[src/rtl/voice_allocator_pkg.sv]
// rtl/voice_allocator_pkg.sv - shared FSM state, param_data field offsets and octave-10 delta_phase table
package voice_allocator_pkg;

  typedef enum logic [2:0] {
    ST_IDLE,
    ST_SCAN,
    ST_STEAL,
    ST_WAIT_GRANT,
    ST_WRITE
  } state_e;

  localparam int PARAM_W  = 37;
  localparam int GATE_BIT = 36;
  localparam int WAVE_MSB = 35;
  localparam int WAVE_LSB = 32;

  // round(f * 2^32 / 48000) for MIDI notes 120..131 (C..B, octave 10)
  localparam logic [31:0] DPHASE_OCT10 [12] = '{
    32'd749115498,  32'd793660223,  32'd840853717,  32'd890853481,
    32'd943826385,  32'd999949222,  32'd1059409297, 32'd1122405052,
    32'd1189146729, 32'd1259857073, 32'd1334772074, 32'd1414141751
  };

endpackage

[src/rtl/note_to_delta_phase.sv]
// rtl/note_to_delta_phase.sv - combinational MIDI note to 32-bit phase increment
module note_to_delta_phase
  import voice_allocator_pkg::*;
(
  input  logic [6:0]  note_i,
  input  logic [31:0] unused_pad_i,
  output logic [31:0] delta_phase_o
);

  logic [3:0] oct;
  logic [3:0] semi;
  logic [3:0] shamt;

  assign oct   = 4'(note_i / 7'd12);
  assign semi  = 4'(note_i % 7'd12);
  // notes 120..127 sit in octave 10 and take the table value unshifted
  assign shamt = 4'd10 - oct;

  assign delta_phase_o = DPHASE_OCT10[semi] >> shamt;

endmodule

[src/rtl/voice_allocator.sv]
// rtl/voice_allocator.sv - MIDI note event to voice parameter RAM allocator
// VOICE_ALLOCATOR_STEAL_EN: when defined, a note-on with no free voice steals the oldest voice.
module voice_allocator
  import voice_allocator_pkg::*;
#(
  parameter int NUM_VOICES = 16
) (
  input  logic                clk,
  input  logic                reset,
  input  logic                ev_valid,
  output logic                ev_ready,
  input  logic                ev_note_on,
  input  logic [6:0]          ev_note,
  input  logic [3:0]          ev_wave,
  input  logic                wr_grant,
  output logic                param_we,
  output logic [7:0]          param_addr,
  output logic [PARAM_W-1:0]  param_data,
  output logic [8:0]          voices_active,
  output logic                ev_dropped
);

  localparam int IW = (NUM_VOICES > 1) ? $clog2(NUM_VOICES) : 1;
  localparam logic [IW-1:0] LAST = IW'(NUM_VOICES - 1);

  state_e               state_q;
  logic [IW-1:0]        idx_q, sel_q;
  logic                 on_q;
  logic [6:0]           note_q;
  logic [3:0]           wave_q;
  logic                 param_we_q, dropped_q;
  logic [7:0]           param_addr_q;
  logic [PARAM_W-1:0]   param_data_q;
`ifdef VOICE_ALLOCATOR_STEAL_EN
  logic [7:0]           best_age_q;
`endif

  logic [NUM_VOICES-1:0] busy_q, busy_d;
  logic [6:0]            tag_q [NUM_VOICES];
  logic [6:0]            tag_d [NUM_VOICES];
  logic [7:0]            age_q [NUM_VOICES];
  logic [7:0]            age_d [NUM_VOICES];
  logic [8:0]            active_q, active_d;

  logic                  voice_hit;
  logic [31:0]           dphase;
  logic [PARAM_W-1:0]    wr_data;

  note_to_delta_phase u_dphase (
    .note_i        (note_q),
    .unused_pad_i  (32'd0),
    .delta_phase_o (dphase)
  );

  assign ev_ready      = (state_q == ST_IDLE) && !reset;
  assign param_we      = param_we_q;
  assign param_addr    = param_addr_q;
  assign param_data    = param_data_q;
  assign voices_active = active_q;
  assign ev_dropped    = dropped_q;

  always_comb begin
    voice_hit = on_q ? !busy_q[idx_q] : (busy_q[idx_q] && (tag_q[idx_q] == note_q));
  end

  always_comb begin
    wr_data = '0;
    if (on_q) begin
      wr_data[GATE_BIT]          = 1'b1;
      wr_data[WAVE_MSB:WAVE_LSB] = wave_q;
      wr_data[WAVE_LSB-1:0]      = dphase;
    end
  end

  always_ff @(posedge clk or posedge reset) begin
    if (reset) begin
      state_q      <= ST_IDLE;
      idx_q        <= '0;
      sel_q        <= '0;
      on_q         <= 1'b0;
      note_q       <= '0;
      wave_q       <= '0;
      param_we_q   <= 1'b0;
      param_addr_q <= '0;
      param_data_q <= '0;
      dropped_q    <= 1'b0;
`ifdef VOICE_ALLOCATOR_STEAL_EN
      best_age_q   <= '0;
`endif
    end else begin
      param_we_q <= 1'b0;
      dropped_q  <= 1'b0;
      case (state_q)
        ST_IDLE: begin
          if (ev_valid) begin
            on_q    <= ev_note_on;
            note_q  <= ev_note;
            wave_q  <= ev_wave;
            idx_q   <= '0;
            state_q <= ST_SCAN;
          end
        end
        ST_SCAN: begin
          if (voice_hit) begin
            sel_q   <= idx_q;
            state_q <= ST_WAIT_GRANT;
          end else if (idx_q == LAST) begin
`ifdef VOICE_ALLOCATOR_STEAL_EN
            if (on_q) begin
              idx_q      <= '0;
              sel_q      <= '0;
              best_age_q <= '0;
              state_q    <= ST_STEAL;
            end else begin
              dropped_q <= 1'b1;
              state_q   <= ST_IDLE;
            end
`else
            dropped_q <= 1'b1;
            state_q   <= ST_IDLE;
`endif
          end else begin
            idx_q <= idx_q + 1'b1;
          end
        end
        ST_STEAL: begin
`ifdef VOICE_ALLOCATOR_STEAL_EN
          // strict compare keeps the lowest index on equal ages
          if (age_q[idx_q] > best_age_q) begin
            best_age_q <= age_q[idx_q];
            sel_q      <= idx_q;
          end
          if (idx_q == LAST) state_q <= ST_WAIT_GRANT;
          else               idx_q   <= idx_q + 1'b1;
`else
          state_q <= ST_IDLE;
`endif
        end
        ST_WAIT_GRANT: begin
          if (wr_grant) begin
            param_we_q   <= 1'b1;
            param_addr_q <= 8'(sel_q);
            param_data_q <= wr_data;
            state_q      <= ST_WRITE;
          end
        end
        ST_WRITE: state_q <= ST_IDLE;
        default:  state_q <= ST_IDLE;
      endcase
    end
  end

  always_comb begin
    busy_d = busy_q;
    tag_d  = tag_q;
    age_d  = age_q;
    if (state_q == ST_WRITE) begin
      if (on_q) begin
        for (int i = 0; i < NUM_VOICES; i++) begin
          if (busy_q[i] && (age_q[i] != 8'hff)) age_d[i] = age_q[i] + 8'd1;
        end
        busy_d[sel_q] = 1'b1;
        tag_d[sel_q]  = note_q;
        age_d[sel_q]  = 8'd0;
      end else begin
        busy_d[sel_q] = 1'b0;
        age_d[sel_q]  = 8'd0;
      end
    end
    active_d = '0;
    for (int i = 0; i < NUM_VOICES; i++) active_d = active_d + 9'(busy_d[i]);
  end

  always_ff @(posedge clk or posedge reset) begin
    if (reset) begin
      busy_q   <= '0;
      active_q <= '0;
      for (int i = 0; i < NUM_VOICES; i++) begin
        tag_q[i] <= '0;
        age_q[i] <= '0;
      end
    end else begin
      busy_q   <= busy_d;
      tag_q    <= tag_d;
      age_q    <= age_d;
      active_q <= active_d;
    end
  end

endmodule

[config.mk]
export PLATFORM = sky130hd
export DESIGN_NAME = voice_allocator
export DESIGN_NICKNAME = d
export VERILOG_FILES = /design/src/rtl/voice_allocator_pkg.sv /design/src/rtl/note_to_delta_phase.sv /design/src/rtl/voice_allocator.sv
export SDC_FILE = /design/constraint.sdc
export NUM_CORES = 1
export LEC_CHECK = 0
export CAP_MARGIN = 20
export CORE_MARGIN = 10
export CORE_UTILIZATION = 60
export CTS_CLUSTER_DIAMETER = 150
export DETAILED_ROUTE_END_ITERATION = 8
export GPL_TIMING_DRIVEN = 0
export PLACE_DENSITY = 0.8
export SYNTH_ARGS = -nofsm -noshare
export SYNTH_HDL_FRONTEND = slang
export SYNTH_HIERARCHICAL = 1
export SYNTH_SLANG_ARGS = --single-unit
[constraint.sdc]
create_clock -name clk -period 9.5 [get_ports clk]
set_input_delay 2.375 -clock clk [delete_from_list [all_inputs] [get_ports clk]]
set_output_delay 2.375 -clock clk [all_outputs]
set_load 0.01 [all_outputs]
### Yosys cells after proc, flatten, opt, wreduce, memory -nomap -nowiden

Memories as Yosys holds them, arrays and structs flattened.
Index checks and enable logic that the tools add are counted.

* add/sub/neg operators: 17
* shift operators: 1
* reduce and logical (&&, ||, !) cells: 14
* order comparisons: 7
* bitwise gates (word level): 6
* div/mod/pow operators: 2
* eq/ne operators: 10
* mux-type cells: 30

Operator list (count)
* bitwise mux 112 bit: 1
* two-way mux 32 bit: 2
* adder 9 x 1 -> 9 bit: 7
* two-way mux 37 bit: 1
* two-way mux 16 bit: 2
* >> shifter 32 x 4 -> 32 bit: 1
* binary-select mux 7 bit (select 4 bit): 1
* demux 7 bit (select 4 bit): 1
* two-way mux 7 bit: 3
* AND 16 bit: 1
* NOT 16 bit: 1
* bitwise OR 16 bit: 1
* >= comparator 5 bit, second input constant: 3
* NOT 4 -> 5 bit: 3
* two-way mux 3 bit: 4
* two-way mux 4 bit: 3
* less-than comparator 4 x 5 -> 1 bit, second input constant: 2
* adder 8 x 1 -> 9 bit: 1
* case mux 3 bit (3 select lines): 1
* adder 7 x 1 -> 8 bit: 1
* two-way mux 1 bit: 8
* != test 2 bit, second input constant: 4
* case mux 4 bit (2 select lines): 1
* AND reduction 2 bit: 4
* other kinds (26): 30

* output and inout port bits: 57
* memories: 1
* register bits: 203
* input bits: 16
* word-level logic and storage cells: 116
* ROM bits: 512

Memory list
* (name not given): words 16, width 32, rd ports 1, clocked after memory_dff 0, wr ports 0, line note_to_delta_phase.sv:19 `assign delta_phase_o = DPHASE_OCT10[semi] >> shamt;`

### Longest topological paths before layout

* depth after elaboration: 23
* gate-level depth with buffers: 18
* gate-level depth less buffers: 17

### Cells and area by module

Netlist, hierarchy kept.

By module, submodules not included
* voice_allocator: sequential area each 4979.8 µm², area an instance 9321.4 µm², times used 1, cells each 774
* note_to_delta_phase: sequential area each 0.0 µm², area an instance 3314.4 µm², times used 1, cells each 501

### Least setup slack after synthesis

OpenSTA, ideal clock, no wires.

* path kind: in2out
* start: input port reset
* end: output port ev_ready
* required time: 7.125 ns
* setup slack: 4.397 ns
* cell stages on the path: 1
* arrival time: 2.728 ns
* cells stage by stage: nor4_1

* longest elaborated chain between the ends: 2

RTL lines
* start: declaration: line voice_allocator.sv:9 `input logic reset,`
* logical NOT 1 bit (no line)
* logical AND 1 bit: line voice_allocator.sv:55 `assign ev_ready = (state_q == ST_IDLE) && !reset;`
* end: declaration: line voice_allocator.sv:11 `output logic ev_ready,`

Every way passes these cells.

### Worst setup path in the final report

Same ends and word-level chain as after synthesis.

==> impl_metrics.tcl <==
set metrics [dict create \
    synthFlopType "dfrtp_1" \
    drt_pass1_iterations 7 \
    antenna_left 0 \
    avgSynthCellArea_um2 9.91 \
    die_area_mm2 0.0273 \
    tightest_slew_ns 1.00 \
    cts_setup_buffers 0 \
    insertedDiodeCount 0 \
    placementRows 53 \
    grt_antenna_before_repair 0 \
    numCtsBuffers 17 \
    async_flop_share_pct 100 \
    clock_skew_ns 0.0149 \
    synth.distinct_cells 103 \
    h-tree-depth 4 \
    ys_seq_elements 199 \
    drc 0 \
    path_cells "clkdlybuf4s50_1 > nor4_1 > clkdlybuf4s50_1" \
    cp-end-kind "output port" \
    crit_buf_inv 2 \
    setup_slack_ns 3.30 \
    outcome "completed" \
    die_x_um 165 \
    worstHoldStart "param_data[0]" \
    cp_top_family "buffers and inverters" \
    crit_required_ns 7.13 \
    clock_latency_ns 0.45 \
    postSynthCellCount 1275 \
    num_vias 10800 \
    hold_path.class "reg -> reg" \
    maxSlewHeadroom_pct 32.8 \
    synth-simple-area-share_pct 16.2 \
    synth_top_family_by_area "multiplexers" \
    r2r_slack_ns 3.97 \
    routed_wl_um 36700 \
    fp.dieH_um 165 \
    ctsHoldBuffers 0 \
    fillers 1576 \
    place.gp.congestion 0.991 \
    grt_max_degree 141 \
    areaGrowthSynthToFinish_pct 13.0 \
    drive_above_1_share_pct 19.2 \
    synth_area_leaders "dfrtp_1, mux2_2, nand2_1" \
    rr_startpoint "state_q[1]" \
    dp_hpwl_um 26600 \
    dp_slack_ns 3.33 \
    cts_tree "built" \
    post-route-period-util_pct 65.2 \
    crit_top_cell "clkdlybuf4s50_1" \
    synth_area_leader_cell "dfrtp_1" \
    crit_type "in -> out" \
    grt_overflow 0 \
    netlist_area_mm2 0.0126 \
    clkSinkCount 199 \
    portBuffers 64 \
    core-area_mm2 0.0209 \
    root_buffer "clkbuf_16" \
    rsz0062_at_grt "false" \
    crit_path_max_fanout 2 \
    setup-tns-final_ns 0 \
    setup_viol 0 \
    ios 73 \
    fin_crit_ns 6.20 \
    via_per_inst 6.53 \
    cp_slowest_stage_delay_ns 0.62 \
    cts_resized 0 \
    whs_endpoint "param_data[0]" \
    grt_usage_pct 27.1 \
    grt_pass1_vias 10700 \
    drtIter0Drc 1061 \
    fmax_ghz 0.161 \
    slew_viol_final 0 \
    synth_compound_area_share_pct 15.4 \
    worstPathArrival_ns 3.82 \
    r2r_end "voices_active[4]" \
    synth_mux_area_share_pct 19.6 \
    ys_warn_count 6 \
    start_kind "input pin" \
    layout.nets 1403 \
    synth_edf_count 0 \
    routedWlPerCell_um 22.2 \
    start_util_pct 60.5 \
    synth_top_area_share_pct 39.4 \
    hold_viol 0 \
    cpMaxStageDelayCell "clkdlybuf4s50_1" \
    post-route-util_pct 68.4 \
    whs_path_depth 2 \
    cts.path.max_buffers 2 \
    synth_xor_area_share_pct 1.44 \
    synth.yosys.seq_area_share_pct 39.4 \
    cap_violations 0 \
    clk_pin_slew_worst_paths_ns 0.07 \
    rr_worst_depth 14 \
    synthAdderAreaFrac_pct 2.67 \
    grt_pass1_wl_um 58400 \
]
## cell usage in the layout (no fill, tap or decap), types with 10 or more instances in the layout
master / netlist / final
buf_4: 19 / 19
clkbuf_16: 0 / 17
clkdlybuf4s50_1: 0 / 64
nand3_1: 63 / 63
and2_1: 10 / 10
clkbuf_1: 52 / 52
ha_1: 11 / 11
buf_2: 21 / 21
nor3_1: 21 / 21
mux2_2: 118 / 118
o21ai_0: 82 / 82
fa_1: 10 / 10
mux2i_1: 57 / 57
nand2_1: 169 / 169
a21oi_1: 38 / 38
nor2b_1: 14 / 14
o22ai_1: 19 / 19
mux4_2: 17 / 17
nor2_1: 55 / 55
inv_1: 24 / 23
nand2b_1: 16 / 16
xnor2_1: 10 / 10
dfrtp_1: 199 / 199
a22oi_1: 14 / 14
## worst min-delay path: stages, from the launching register on
cell and delay (ns):
dfrtp_1 0.34, nand2_1 0.05, nand2_1 0.05
## synthesized netlist by cell type, drive strengths merged (6+ instances only)
cell type,number
dfrtp,199
nand2,172
mux2,122
o21ai,88
nand3,63
mux2i,57
nor2,57
buf,52
clkbuf,52
a21oi,40
inv,26
nor3,24
mux4,22
o22ai,20
nand2b,16
a22oi,14
nor2b,14
ha,11
xnor2,11
a31oi,10
and2,10
fa,10
a211oi,9
a22o,9
o211ai,9
or2,9
a21o,8
nand3b,8
xor2,8
clkinv,7
nor4,7
a311oi,6
and3,6
nor3b,6
o221ai,6
o31ai,6
## per-stage QoR
stage,std cells,hold WS [ns],cell area [um2]
after floorplan,1282,0.445,12700
after global placement,1621,0.450,13600
after detailed placement,1622,0.455,13700
after CTS,1653,0.470,14300
after global routing,1653,0.498,14300
final,1653,0.464,14300
## registers in the layout, indices dropped and copies added (netlist names)
register and flops:
voices_active 5, tag_q 112, idx_q 4, param_we 1, sel_q 4, note_q 7, state_q 3, wave_q 4
on_q 1, ev_dropped 1, param_data 37, busy_q 16, param_addr 4
## cell families (layout without fill, tap and decap cells)
| kind of cell | after synthesis | after routing |
|---|---|---|
| simple gates | 415 | 415 |
| compound gates | 281 | 281 |
| buf+inv | 137 | 233 |
| fa+ha+maj | 21 | 21 |
| other cells | 2 | 9 |
| flops | 199 | 199 |
| mux | 201 | 201 |
| xor+xnor | 19 | 19 |
## layout make-up
cell class,instances,area (um2),share of cell area (%)
Buffer,104,541,3.78
Clock buffer,20,467,3.27
Clock inverter,11,126,0.885
Inverter,33,131,0.920
Multi-Input combinational cell,946,7030,49.2
Sequential cell,199,4980,34.9
Tap cell,275,344,2.41
Timing Repair Buffer,65,668,4.68
## routing by layer
layer  track usage [%]  share of wire [%]  vias up
met1              34.8                 40     5324
met3              3.74                7.3      107
met2              45.5                 49      537
li1                  -                  -     4821
met4              10.7                3.7        0
met5                 0                  0        -
## worst max-delay path by stage
stage               slack [ns]  start         end  cells after the start
floorplan                 1.70  reset   busy_q[0]                      1
global placement         -0.62  reset  tag_q[110]                      2
detailed placement        3.33  reset    ev_ready                      3
CTS                       3.32  reset    ev_ready                      3
global route              3.31  reset    ev_ready                      3
finish                    3.30  reset    ev_ready                      3
Power is not shown: default switching activity piles up to over one toggle a cycle in this logic, so the estimate is an artifact.
==> variant, RTL diff (config.mk and constraints unchanged) <==
Add a define of `VOICE_ALLOCATOR_STEAL_EN`.
--- a/src/rtl/voice_allocator.sv
+++ b/src/rtl/voice_allocator.sv
@@ -1,5 +1,7 @@
 // rtl/voice_allocator.sv - MIDI note event to voice parameter RAM allocator
 // VOICE_ALLOCATOR_STEAL_EN: when defined, a note-on with no free voice steals the oldest voice.
+`define VOICE_ALLOCATOR_STEAL_EN
+
 module voice_allocator
   import voice_allocator_pkg::*;
 #(
Behaviour: no difference found for any inputs over 4 cycles, from zero or initial values and one cycle with reset high; that may be too few to reach the edited logic, so the function may still have changed.
==> variant against the original RTL <==
  * Final area increased by 60%
  * Sequential cell count increased by 136
  * Utilization increased by 0.16 points
  * Sequential share of layout area increased by 1.7 points
  * Register-to-register slack got worse by 910 ps
  * Area after synthesis increased by 60%
  * First-iteration DRC count increased by 70%
  * Setup slack got worse by 240 ps
  * Wire length increased by 67%
  * Count of clock-buffer cells in the layout increased by 37
  * Critical endpoint is now best_age_q[0]
==> variant: results <==
metrics = {
    "run_status": {
        "status": "finished clean",
    },
    "global_routing": {
        "grt_use_met2_pct": 47.30,
        "grt_max_degree": 45,
        "antenna_found_initial": 1,
        "grt_pass1_wl_um": 96890,
        "global_route.usage.met3_pct": 5.823,
        "grtUsageTotal_pct": 29.24,
    },
    "place": {
        "dp_hpwl_um": 45210,
        "place_worst_setup_slack_ps": 3227,
        "placed_cell_area_um2": 21680,
        "gp_congestion": 0.9370,
    },
    "worst_hold_path": {
        "holdCritStartpoint": "param_data[5]",
        "min_to": "param_data[5]",
    },
    "synth": {
        "synth.distinct_cells": 100,
        "ys_seq_area_share_pct": 41.38,
        "synth_mux_area_share_pct": 16.65,
        "yosys.area_share.adder_pct": 3.150,
        "synthTopCellsByCount": "dfrtp_1, nand2_1, nor2_1",
        "synth_compound_area_share_pct": 12.75,
        "synth_xor_area_share_pct": 5.132,
    },
    "route": {
        "drt_iter0_markers": 1803,
        "met3_length_um": 5179,
        "vias": 17460,
        "met2_length_um": 29660,
        "met1Wirelength_um": 24090,
        "routed.top_layer": "met5",
        "detail_route.wl_per_cell_um": 23.21,
        "via_per_inst": 6.601,
    },
    "cells_and_area": {
        "top_register": "age_q",
        "drive_gt1_share_pct": 15.29,
        "largest_reg_flops": 128,
    },
    "worst_setup_path": {
        "cpPeakStageDelay_ps": 670,
        "regToRegSetupSlack_ps": 3060,
        "endpoint": "best_age_q[0]",
        "path_max_fanout": 10,
        "worst_setup_path_start_kind": "flip-flop",
        "reg2reg_depth": 17,
        "reg2reg_from": "idx_q[1]",
        "cp_slowest_cell": "clkbuf_1",
    },
    "timing": {
        "finalCritPeriodShare_pct": 67.81,
        "relSlewSlack_pct": 38.15,
        "skew_ps": 19.04,
        "holdWs_ps": 479.8,
    },
    "clock_tree": {
        "cts_max_level": 2,
        "clockBufferDepth": 3,
        "clk_latency_ps": 570,
    },
}
## variant: cell count changes after synthesis, moves of 24 or more
cell     change
inv_1       +42
nand2_1     +74
mux4_2      +50
ha_1        +24
nor3_1      +26
xor2_1      +50
dfrtp_1    +136
nand3_1     +40
xnor2_1     +48
o21ai_0     +44
nor2_1     +140
## variant: area by class of cell
class / instances / area (um2)
clock buffer: 57 / 1112
tap: 448 / 560.5
inverter: 72 / 274.0
sequential: 335 / 8383
buffer: 122 / 584.3
multi-input combinational: 1526 / 11050
timing repair buffer: 76 / 825.8
fill: 2456 / 10520
clock inverter: 9 / 130.1
## variant: logic make-up after synthesis
family | Yosys count
AO/OA/AOI/OAI | 387
multiplexers | 238
other | 2
AND/OR/NAND/NOR | 730
XOR/XNOR | 117
buffers and inverters | 194
flip-flops | 335
adder cells (fa/ha/maj) | 45
